`config.mk`:
```
export PLATFORM = sky130hd
export DESIGN_NAME = cfglut5_loader
export DESIGN_NICKNAME = d
export VERILOG_FILES = /design/src/rtl/cfglut5_pkg.sv /design/src/rtl/cfglut5_loader.sv
export SDC_FILE = /design/constraint.sdc
export NUM_CORES = 1
export LEC_CHECK = 0
export ABC_AREA = 1
export BUFFER_PORTS_ARGS = -buffer_cell sky130_fd_sc_hd__buf_2
export CORE_MARGIN = 2
export CORE_UTILIZATION = 55
export DETAILED_ROUTE_END_ITERATION = 8
export GPL_TIMING_DRIVEN = 0
export PLACE_DENSITY = 0.82
export SETUP_SLACK_MARGIN = 0.5
export SYNTH_ARGS = -nofsm -noshare
export SYNTH_HDL_FRONTEND = slang
export SYNTH_SLANG_ARGS = --single-unit
```
`constraint.sdc`:
```
create_clock -name CLK -period 2.5 [get_ports CLK]
set_clock_uncertainty 0.1 [all_clocks]
set_input_delay 0.375 -clock CLK [delete_from_list [all_inputs] [get_ports CLK]]
set_output_delay 0.375 -clock CLK [all_outputs]
set_load 0.01 [all_outputs]
```
`src/rtl/cfglut5_pkg.sv`:
```
// Shared constants and state encoding for the CFGLUT5 runtime loader.
package cfglut5_pkg;

  localparam int CFGLUT_INIT_W = 32;
  localparam logic [4:0] CFGLUT_SHIFT_LAST = 5'd31;

  typedef enum logic [1:0] {
    IDLE  = 2'd0,
    SHIFT = 2'd1,
    DONE  = 2'd2,
    ERR   = 2'd3
  } ldr_state_t;

endpackage

```
`src/rtl/cfglut5_loader.sv`:
```
// Serialises a new INIT word into one CFGLUT5 of a bank (MSB first on CDI) while
// capturing the previous contents from that LUT's CDO, returned with DONE.
module cfglut5_loader
  import cfglut5_pkg::ldr_state_t;
  import cfglut5_pkg::CFGLUT_INIT_W;
  import cfglut5_pkg::CFGLUT_SHIFT_LAST;
#(
  parameter int NUM_LUT = 4,
  parameter int SEL_W   = (NUM_LUT > 1) ? $clog2(NUM_LUT) : 1
) (
  input  logic                     CLK,
  input  logic                     RST,
  input  logic                     REQ_VALID,
  output logic                     REQ_READY,
  input  logic [SEL_W-1:0]         REQ_SEL,
  input  logic [CFGLUT_INIT_W-1:0] REQ_INIT,
  output logic                     CDI,
  output logic [NUM_LUT-1:0]       CE,
  input  logic [NUM_LUT-1:0]       CDO,
  output logic                     BUSY,
  output logic                     DONE,
  output logic                     ERR,
  output logic [CFGLUT_INIT_W-1:0] OLD_INIT,
  output ldr_state_t               DBG_STATE
);

  // Handshake: a request transfers on a rising CLK edge where REQ_VALID && REQ_READY;
  // REQ_READY depends only on registered state, never on REQ_VALID.

  localparam logic [SEL_W:0] LUT_LIMIT = (SEL_W + 1)'(NUM_LUT);

  ldr_state_t               state_q, state_d;
  logic [4:0]               k_q, k_d;
  logic [CFGLUT_INIT_W-1:0] sh_q, sh_d;
  logic [CFGLUT_INIT_W-1:0] cap_q, cap_d;
  logic [CFGLUT_INIT_W-1:0] old_q, old_d;
  logic [NUM_LUT-1:0]       ce_q, ce_d;
  logic                     cdi_q, cdi_d;
  logic                     done_q, done_d;
  logic                     err_q, err_d;

  logic               ready;
  logic               accept;
  logic               sel_oob;
  logic               cdo_bit;
  logic [NUM_LUT-1:0] ce_one;

  assign ready   = (state_q == cfglut5_pkg::IDLE) || (state_q == cfglut5_pkg::DONE);
  assign accept  = REQ_VALID && ready;
  assign sel_oob = {1'b0, REQ_SEL} >= LUT_LIMIT;
  // ce_q is one-hot on the target during SHIFT, so masking avoids indexing by select.
  assign cdo_bit = |(CDO & ce_q);

  always_comb begin
    ce_one    = '0;
    ce_one[0] = 1'b1;
  end

  always_comb begin
    state_d = state_q;
    k_d     = k_q;
    sh_d    = sh_q;
    cap_d   = cap_q;
    old_d   = old_q;
    ce_d    = '0;
    cdi_d   = 1'b0;
    done_d  = 1'b0;
    err_d   = 1'b0;
    case (state_q)
      cfglut5_pkg::IDLE, cfglut5_pkg::DONE: begin
        state_d = cfglut5_pkg::IDLE;
        if (accept) begin
          if (sel_oob) begin
            state_d = cfglut5_pkg::ERR;
            err_d   = 1'b1;
          end else begin
            state_d = cfglut5_pkg::SHIFT;
            k_d     = 5'd0;
            ce_d    = ce_one << REQ_SEL;
            cdi_d   = REQ_INIT[CFGLUT_INIT_W-1];
            sh_d    = {REQ_INIT[CFGLUT_INIT_W-2:0], 1'b0};
          end
        end
      end
      cfglut5_pkg::SHIFT: begin
        cap_d = {cap_q[CFGLUT_INIT_W-2:0], cdo_bit};
        if (k_q == CFGLUT_SHIFT_LAST) begin
          state_d = cfglut5_pkg::DONE;
          k_d     = 5'd0;
          done_d  = 1'b1;
          old_d   = cap_d;
        end else begin
          k_d   = k_q + 5'd1;
          ce_d  = ce_q;
          cdi_d = sh_q[CFGLUT_INIT_W-1];
          sh_d  = {sh_q[CFGLUT_INIT_W-2:0], 1'b0};
        end
      end
      cfglut5_pkg::ERR: state_d = cfglut5_pkg::IDLE;
      default:          state_d = cfglut5_pkg::IDLE;
    endcase
  end

  always_ff @(posedge CLK) begin
    if (RST) begin
      state_q <= cfglut5_pkg::IDLE;
      k_q     <= 5'd0;
      sh_q    <= '0;
      cap_q   <= '0;
      old_q   <= '0;
      ce_q    <= '0;
      cdi_q   <= 1'b0;
      done_q  <= 1'b0;
      err_q   <= 1'b0;
    end else begin
      state_q <= state_d;
      k_q     <= k_d;
      sh_q    <= sh_d;
      cap_q   <= cap_d;
      old_q   <= old_d;
      ce_q    <= ce_d;
      cdi_q   <= cdi_d;
      done_q  <= done_d;
      err_q   <= err_d;
    end
  end

  assign REQ_READY = ready;
  assign BUSY      = (state_q == cfglut5_pkg::SHIFT);
  assign CE        = ce_q;
  assign CDI       = cdi_q;
  assign DONE      = done_q;
  assign ERR       = err_q;
  assign OLD_INIT  = old_q;
  assign DBG_STATE = state_q;

endmodule

```
# Word level (Yosys, flattened, before mapping)
# Index checks and enable logic that the tools add are counted.
# word_totals
regBits	108
output_inout_bits	43
inputBits	41
# op_classes
n_addsub	1
shift	1
n_bitwise	2
n_reduce_logical	10
mux	16
eq_ne	7
# ops
operator	count
$mux 32	2
$pmux 32 s2	1
$mux 5	2
$pmux 5 s2	1
$mux 4	2
$pmux 4 s2	1
$pmux 2 s3	1
$add 5x1->5 const B	1
$eq 5x5->1 const B	1
$and 4x4->4	1
$eq 2x2->1 const B	2
$mux 1	4
$ne 2x2->1 const B	2
$reduce_and 2->1	2
$reduce_or 2->1	2
$reduce_or 4->1	1
$shl 1x2->4 const A	1
$reduce_and 3->1	1
$eq 2x1->1 const B	1
$logic_not 2->1	1
$mux 2	1
$ne 2x1->1 const B	1
$pmux 1 s2	1
$reduce_bool 2->1	1
3 further kinds	3

# Longest topological paths before layout
# Gate-level depths: netlist (run 1).
# logic_depth
word_depth	5
mapped_depth	11

# Worst setup path before layout (run 1)
# Ideal clock, no wire load.
# synth_path
kind	reg2reg
startpoint	register k_q[0]
endpoint	register sh_q[22]
stages_incl_launch_ff	11
setup_ns	0.112
slack_ns	0.713
t_arrival_ns	1.576
synth_period_minus_slack_ns	1.787
path_cell_list	dfxtp_1 > ha_1 > inv_1 > nor3_1 > ha_1 > inv_1 > nand2_1 > clkbuf_1 > nand3_1 > nand2_1 > nor2_1
# synth_via
elab_chain_cells	3
# synth_lines
item	line	rtl
start, declared	cfglut5_loader.sv:33	logic [4:0] k_q, k_d;
start signal, assigned	cfglut5_loader.sv:117	k_q <= k_d;
$eq 5x5->1	cfglut5_loader.sv:87	if (k_q == CFGLUT_SHIFT_LAST) begin
$ne 2x2->1 (no line)	n/a	
$reduce_and 3->1 (no line)	n/a	
end signal, assigned	cfglut5_loader.sv:108	sh_q <= '0;
end signal, assigned	cfglut5_loader.sv:118	sh_q <= sh_d;
end, declared	cfglut5_loader.sv:34	logic [CFGLUT_INIT_W-1:0] sh_q, sh_d;
# Every way passes these cells.
# A chain may end at the register's enable or synchronous reset.

# Worst setup path in the final report (run 1)
# layout_path
startpoint	register state_q[0] (netlist: DBG_STATE[0])
endpoint	output port BUSY
# layout_via
elab_chain_cells	1
# layout_lines
item	line	rtl
start, declared	cfglut5_loader.sv:32	ldr_state_t state_q, state_d;
start signal, assigned	cfglut5_loader.sv:106	state_q <= cfglut5_pkg::IDLE;
start signal, assigned	cfglut5_loader.sv:116	state_q <= state_d;
$eq 2x1->1	cfglut5_loader.sv:129	assign BUSY = (state_q == cfglut5_pkg::SHIFT);
end, declared	cfglut5_loader.sv:20	output logic BUSY,
# Every way passes these cells.

==> impl_metrics.yaml, run 1 <==
floorplanning:
  coreArea_mm2: 0.007687
  dieWidth_um: 92.76
  start_util_pct: 56.36
  die_h_um: 92.76
  dieArea_mm2: 0.008604
  io_pins: 84
  rows: 32
drt:
  first_pass_iters: 4
  drtIter0Drc: 167
  drc: 0
  via_per_inst: 5.004
  detail-route-antenna-nets: 0
  routed_wl_um: 9753
  dr_total_vias: 4128
  wl_per_cell_um: 11.82
clock_tree:
  postCtsHoldBufs: 0
  clk-insertion-delay-late_ps: 370
  clkSinkCount: 107
  clock_path_buffers: 2
  cts_buffers: 9
  cts_root_buffer: "clkbuf_8"
  clk_pin_slew_ps: 100
  cts_max_level: 3
  cts_tree: "built"
worst_setup_path:
  crit_path_max_fanout: 10
  cp_data_arrival_time_ps: 1390
  rr_worst_depth: 10
  r2r_end: "OLD_INIT[31]"
  regToRegStartpoint: "k_q[0]"
  ff2ff_setup_slack_ps: 660
  slowest_stage: "dfxtp_1"
  crit_chain: "inv_2, nor2_4, clkbuf_4, buf_2"
  worstSetupEndpointType: "primary output"
  start_kind: "flip-flop"
  critPathBufInv: 3
  cp.required_ps: 2030
  critical_path_class: "flip-flop to primary output"
  max_stage_delay_ps: 380
  worst_path_dominant_cell_family: "buffers and inverters"
sta:
  hold_slack_ps: 161.0
  tns_ps: 0
  hold_viol_final: 0
  grt_setup_unrepaired: "true"
  setup_viol: 0
  finalMaxSlewViolations: 0
  max_freq_ghz: 0.5365
  finalCriticalPeriod_ps: 1864
  min_period_over_period_pct: 74.56
logic_synthesis:
  ys_top_cells_by_area: "dfxtp_1, nand2_1, nor2_1"
  ys_seq_elements: 107
  syn_nets: 663
  synthCells: 620
  synth_area_mm2: 0.004333
  synth.distinct_cells: 18
  yosysSeqAreaShare_pct: 49.44
  syn_area_per_cell_um2: 6.989
  netlist.area_leader.share_pct: 49.44
  synthFlopType: "dfxtp_1"
  synthArstFlopShare_pct: 0
  yosysMostFrequentCell: "nand2_1"
  synth_warnings: 0
  synth_commonest_cells: "nand2_1, nor2_1, dfxtp_1"
  synth_edf_count: 0
  yosysTopAreaCell: "dfxtp_1"
placed_design:
  place_congestion: 0.8050
  hpwl_um: 6891
  place.port_buffers: 82
layout:
  num-fill-cells: 684
  area_growth_pct: 18.16
  nets: 761
  layout-drive-gt1-share_pct: 18.67
  diodes: 0
global_routing:
  grt_overflow: 0
  grtUsageTotal_pct: 23.35
  grt_max_degree: 20
  antenna_found_initial: 0
  grt_pass1_vias: 3821
  grt_pass1_wl_um: 16430
outcome:
  status: "finished clean"
min_path:
  whs_endpoint: "CDI"
  min-delay-start: "REQ_INIT[31]"
  min_path_type: "primary input to flip-flop"
  whs_path_depth: 3
run:
  maxCapViolCount: 0
power:
  p_per_area_mw_per_mm2: 647.9
  ir_drop_mv: 0.3028
  p_leak_nw: 2.530
power by group:
| part | switching (mW) | total [mW] | internal [mW] |
|---|---|---|---|
| combinational | 0.291 | 0.467 | 0.176 |
| sequential | 0.0500 | 1.86 | 1.81 |
| clock | 0.617 | 0.993 | 0.376 |
cells by family (layout without fill, tap and decap cells):
kind of cell / after synthesis / after routing / share of synthesized area, %
AO/OA/AOI/OAI: 76 / 76 / 8.778
adder cells (fa/ha/maj): 2 / 2 / 0.5774
buffers and inverters: 85 / 188 / 8.143
flip-flops: 107 / 107 / 49.44
other: 1 / 1 / 0.08655
AND/OR/NAND/NOR: 349 / 349 / 32.98
worst reg2reg max path: cells and delay by family (launching register included):
family	cells	cell delay [ps]
adders and majority gates	2	400
and+or+nand+nor	4	460
buffers and inverters	4	410
DFF	1	380
sequential cells by signal, summed over array words and instances (netlist names):
name       cells
OLD_INIT      32
k_q            5
DONE           1
sh_q          31
CE             4
DBG_STATE      2
CDI            1
cap_q         31
metal layers:
metal | up-vias | global-route usage [%] | routed length (um)
met3 | 13 | 4.963 | 586
met5 | - | 0 | 0
met4 | 0 | 10.17 | 135
li1 | 2125 | - | -
met2 | 102 | 40.10 | 4644
met1 | 1888 | 28.12 | 4386
worst max-delay path by stage:
stage	from	cells after the start	slack, ps	end
5_1_grt	k_q[0]	10	470	sh_q[20]
3_5_place_dp	k_q[0]	10	390	sh_q[18]
3_3_place_gp	k_q[0]	10	440	sh_q[16]
4_1_cts	DBG_STATE[0]	4	520	BUSY
6_report	DBG_STATE[0]	4	640	BUSY
2_1_floorplan	k_q[0]	10	710	sh_q[22]
cells in the final DEF (no fill, tap or decap):
master / Yosys / final
dfxtp_2: 0 / 1
inv_6: 0 / 1
nand3_1: 65 / 65
inv_8: 0 / 1
ha_2: 0 / 1
nor2_4: 4 / 4
buf_4: 6 / 15
nand2_1: 149 / 148
dfxtp_4: 0 / 1
clkbuf_1: 22 / 18
ha_1: 2 / 1
nand4_1: 1 / 1
inv_2: 5 / 5
o21ai_0: 65 / 65
clkbuf_4: 0 / 1
buf_1: 3 / 3
inv_1: 40 / 40
conb_1: 1 / 1
nor3_1: 1 / 1
a21oi_1: 11 / 11
clkbuf_8: 0 / 9
nand3b_1: 1 / 1
clkinvlp_4: 0 / 3
nand2_2: 0 / 1
buf_2: 9 / 90
clkinv_4: 0 / 2
nor2_1: 128 / 128
dfxtp_1: 107 / 105
stage by stage:
stage	power (mW)	area, um2	setup slack [ps]	std cells	util [%]
global placement	2.325	4871	439.8	804	63.36
detailed placement	2.347	4871	385.5	804	63.36
floorplan	2.215	4333	712.9	620	-
CTS	3.315	5065	518.9	820	65.89
global route	3.487	5120	466.2	825	66.60
finish	3.317	5120	636.1	825	66.60
area by class of cell:
class	count	area (um2)	share of cell area, %
multi-input cells	428	1843	36.00
clock buffers	9	123.9	2.419
flip-flops and latches	107	2147	41.94
well taps	102	127.6	2.493
inverters	45	168.9	3.299
plain buffers	40	201.4	3.935
repair buffers	87	447.9	8.749
clock inverters	7	60.06	1.173
timing repair:
item	in CTS	in global routing
resized for setup	6	15
endpoints found under the hold margin	0	0
cloned	0	0
setup endpoints to repair	41	62
setup buffers	0	5
pin swaps	0	3
No activity file was read; power rests on OpenSTA's default activity.
==> run 2: changes to the inputs <==
--- a/config.mk
+++ b/config.mk
@@ -8,10 +8,10 @@
 export ABC_AREA = 1
 export BUFFER_PORTS_ARGS = -buffer_cell sky130_fd_sc_hd__buf_2
 export CORE_MARGIN = 2
-export CORE_UTILIZATION = 55
+export CORE_UTILIZATION = 49
 export DETAILED_ROUTE_END_ITERATION = 8
 export GPL_TIMING_DRIVEN = 0
-export PLACE_DENSITY = 0.82
+export PLACE_DENSITY = 0.78
 export SETUP_SLACK_MARGIN = 0.5
 export SYNTH_ARGS = -nofsm -noshare
 export SYNTH_HDL_FRONTEND = slang
==> constraint.sdc (replaced) <==
create_clock -name CLK -period 1.5 [get_ports CLK]
set_clock_uncertainty 0.1 [all_clocks]
set_input_delay 0.225 -clock CLK [delete_from_list [all_inputs] [get_ports CLK]]
set_output_delay 0.225 -clock CLK [all_outputs]
set_load 0.01 [all_outputs]
==> run 2 against run 1 <==
Against the previous run:
- the flow now finishes with violations (negative setup slack)
- final area rose by 25%
- register-to-register slack got worse by 910 ps
- sequential share of layout area down 7.5 points
- largest power group unchanged
==> impl_metrics.yaml, run 2 (synthesis gave the netlist of run 1 again) <==
outcome:
  status: "finished, violations left"
  failed_checks: "negative setup slack"
global_routing:
  grt_overflow: 0
  grt_max_degree: 19
  grt_pass1_vias: 4158
  grtUsageTotal_pct: 23.34
  antenna_found_initial: 0
  grt_pass1_wl_um: 18760
layout:
  layout_common_cells: "nand2_1, nor2_1, dfxtp_1, buf_6, buf_2"
  post-route-cell-area_mm2: 0.006405
  area_growth_pct: 47.82
  final_common_cell: "nand2_1"
  diodes: 0
  nets: 795
  largest_reg_flops: 32
  layout-drive-gt1-share_pct: 41.08
worst_setup_path:
  crit_path_max_fanout: 10
  worstSetupEndpointType: "flip-flop"
  crit_chain: "ha_4, inv_2, nor3_2, ha_2, inv_2, nand2_2, buf_8, nand3_1, nand2_1, nor2_1"
  max_stage_delay_ps: 380
  slowest_stage: "dfxtp_4"
  cp.required_ps: 1680
  critical_path_class: "flip-flop to flip-flop"
  start_kind: "flip-flop"
  cp_data_arrival_time_ps: 1930
  cp_common_cell: "inv_2"
sta:
  hold_slack_ps: 19.84
  max_freq_ghz: 0.5723
  hold_viol_final: 0
  setup_viol: 69
  finalCriticalPeriod_ps: 1747
  finalMaxSlewViolations: 0
  max-slew-margin-rel_pct: 54.11
  min_period_over_period_pct: 116.5
  tns_ps: -12390
  worstMarginPinSlew_ps: 688.4
  timing.final.ws_setup_ps: -247.2
  grt_setup_unrepaired: "true"
drt:
  drtIter0Drc: 271
  dr_total_vias: 4444
  via_per_inst: 5.138
  detail-route-antenna-nets: 0
  wl_per_cell_um: 14.36
  drc: 0
  first_pass_iters: 4
  routed_wl_um: 12420
clock_tree:
  cts_root_buffer: "clkbuf_8"
  postCtsHoldBufs: 0
  clkSinkCount: 107
  clk-insertion-delay-late_ps: 370
  clock_path_buffers: 2
  cts_tree: "built"
  clk_pin_slew_ps: 110
  cts_buffers: 9
  cts_max_level: 3
power:
  ir_drop_mv: 0.7938
  p_leak_nw: 3.058
  p_per_area_mw_per_mm2: 938.5
  power_mw: 6.011
floorplanning:
  start_util_pct: 50.17
  die_h_um: 98.04
  dieWidth_um: 98.04
  io_pins: 84
  coreArea_mm2: 0.008636
  dieArea_mm2: 0.009611
  rows: 34
placed_design:
  place.port_buffers: 82
  hpwl_um: 7082
  dpl_cell_area_mm2: 0.005115
  place_congestion: 0.7797
run:
  maxCapViolCount: 0
min_path:
  min_path_type: "primary input to flip-flop"
## run 2: changes by cell type in the layout (fill, tap and decap cells not counted), sizes merged
cell,before,now
clkinvlp,3,2
bufbuf,0,1
buf,108,145
clkbuf,28,25
## run 2: worst max-delay path: cells and delay by family (launching register included)
| family | cells | cell delay (ps) |
|---|---|---|
| adders and majority gates | 2 | 370 |
| buffers and inverters | 3 | 270 |
| DFF | 1 | 380 |
| and+or+nand+nor | 5 | 530 |
## run 2: report_power, final
group          leakage [nW]  total, mW  internal, mW  switching [mW]
Clock                0.0908       1.73         0.668            1.06
Combinational          2.07       1.16         0.521           0.638
Sequential            0.899       3.13          3.01           0.120
Total                  3.06       6.01          4.20            1.81
## run 2: metal layers
metal / track usage [%] / vias to the layer above / part of all wire (%)
met5: 0 / - / 0
met4: 8.761 / 0 / 2.6
met3: 4.152 / 31 / 5.9
met2: 40.09 / 148 / 50
met1: 29.29 / 2058 / 41
li1: - / 2207 / -
## run 2: area by class of cell
| class | count | area, um2 |
|---|---|---|
| Sequential cell | 107 | 2207 |
| Inverter | 45 | 181.4 |
| Clock inverter | 6 | 48.80 |
| Tap cell | 108 | 135.1 |
| Timing Repair Buffer | 121 | 1097 |
| Fill cell | 571 | 2231 |
| Buffer | 40 | 352.8 |
| Clock buffer | 10 | 137.6 |
| Multi-Input combinational cell | 428 | 2245 |
## run 2: path summary, 6_finish.rpt
| path | from | to | slack, ps | depth (start not counted) |
|---|---|---|---|---|
| worst max-delay path | k_q[0] | sh_q[22] | -250 | 10 |
| worst min-delay path | REQ_INIT[31] | CDI | 20 | 3 |
| worst max register to register | k_q[0] | sh_q[22] | -250 | 10 |
| worst min register to register | cap_q[11] | OLD_INIT[12] | 380 | 2 |
## run 2: through the flow
stage	worst slack, ps	utilization, %	cells
CTS	-177.5	69.12	849
finish	-247.2	74.17	865
detailed placement	-211.0	59.23	810
global placement	-206.7	59.23	810
global route	-338.3	74.17	865
floorplan	-47.03	-	620
## run 2: timing repair
action	in CTS	in global routing
pin swaps	13	21
buffers inserted	17	14
hold endpoints to repair	0	0
gates resized for setup	147	93
cloned	6	2
endpoints found under the setup margin	149	149
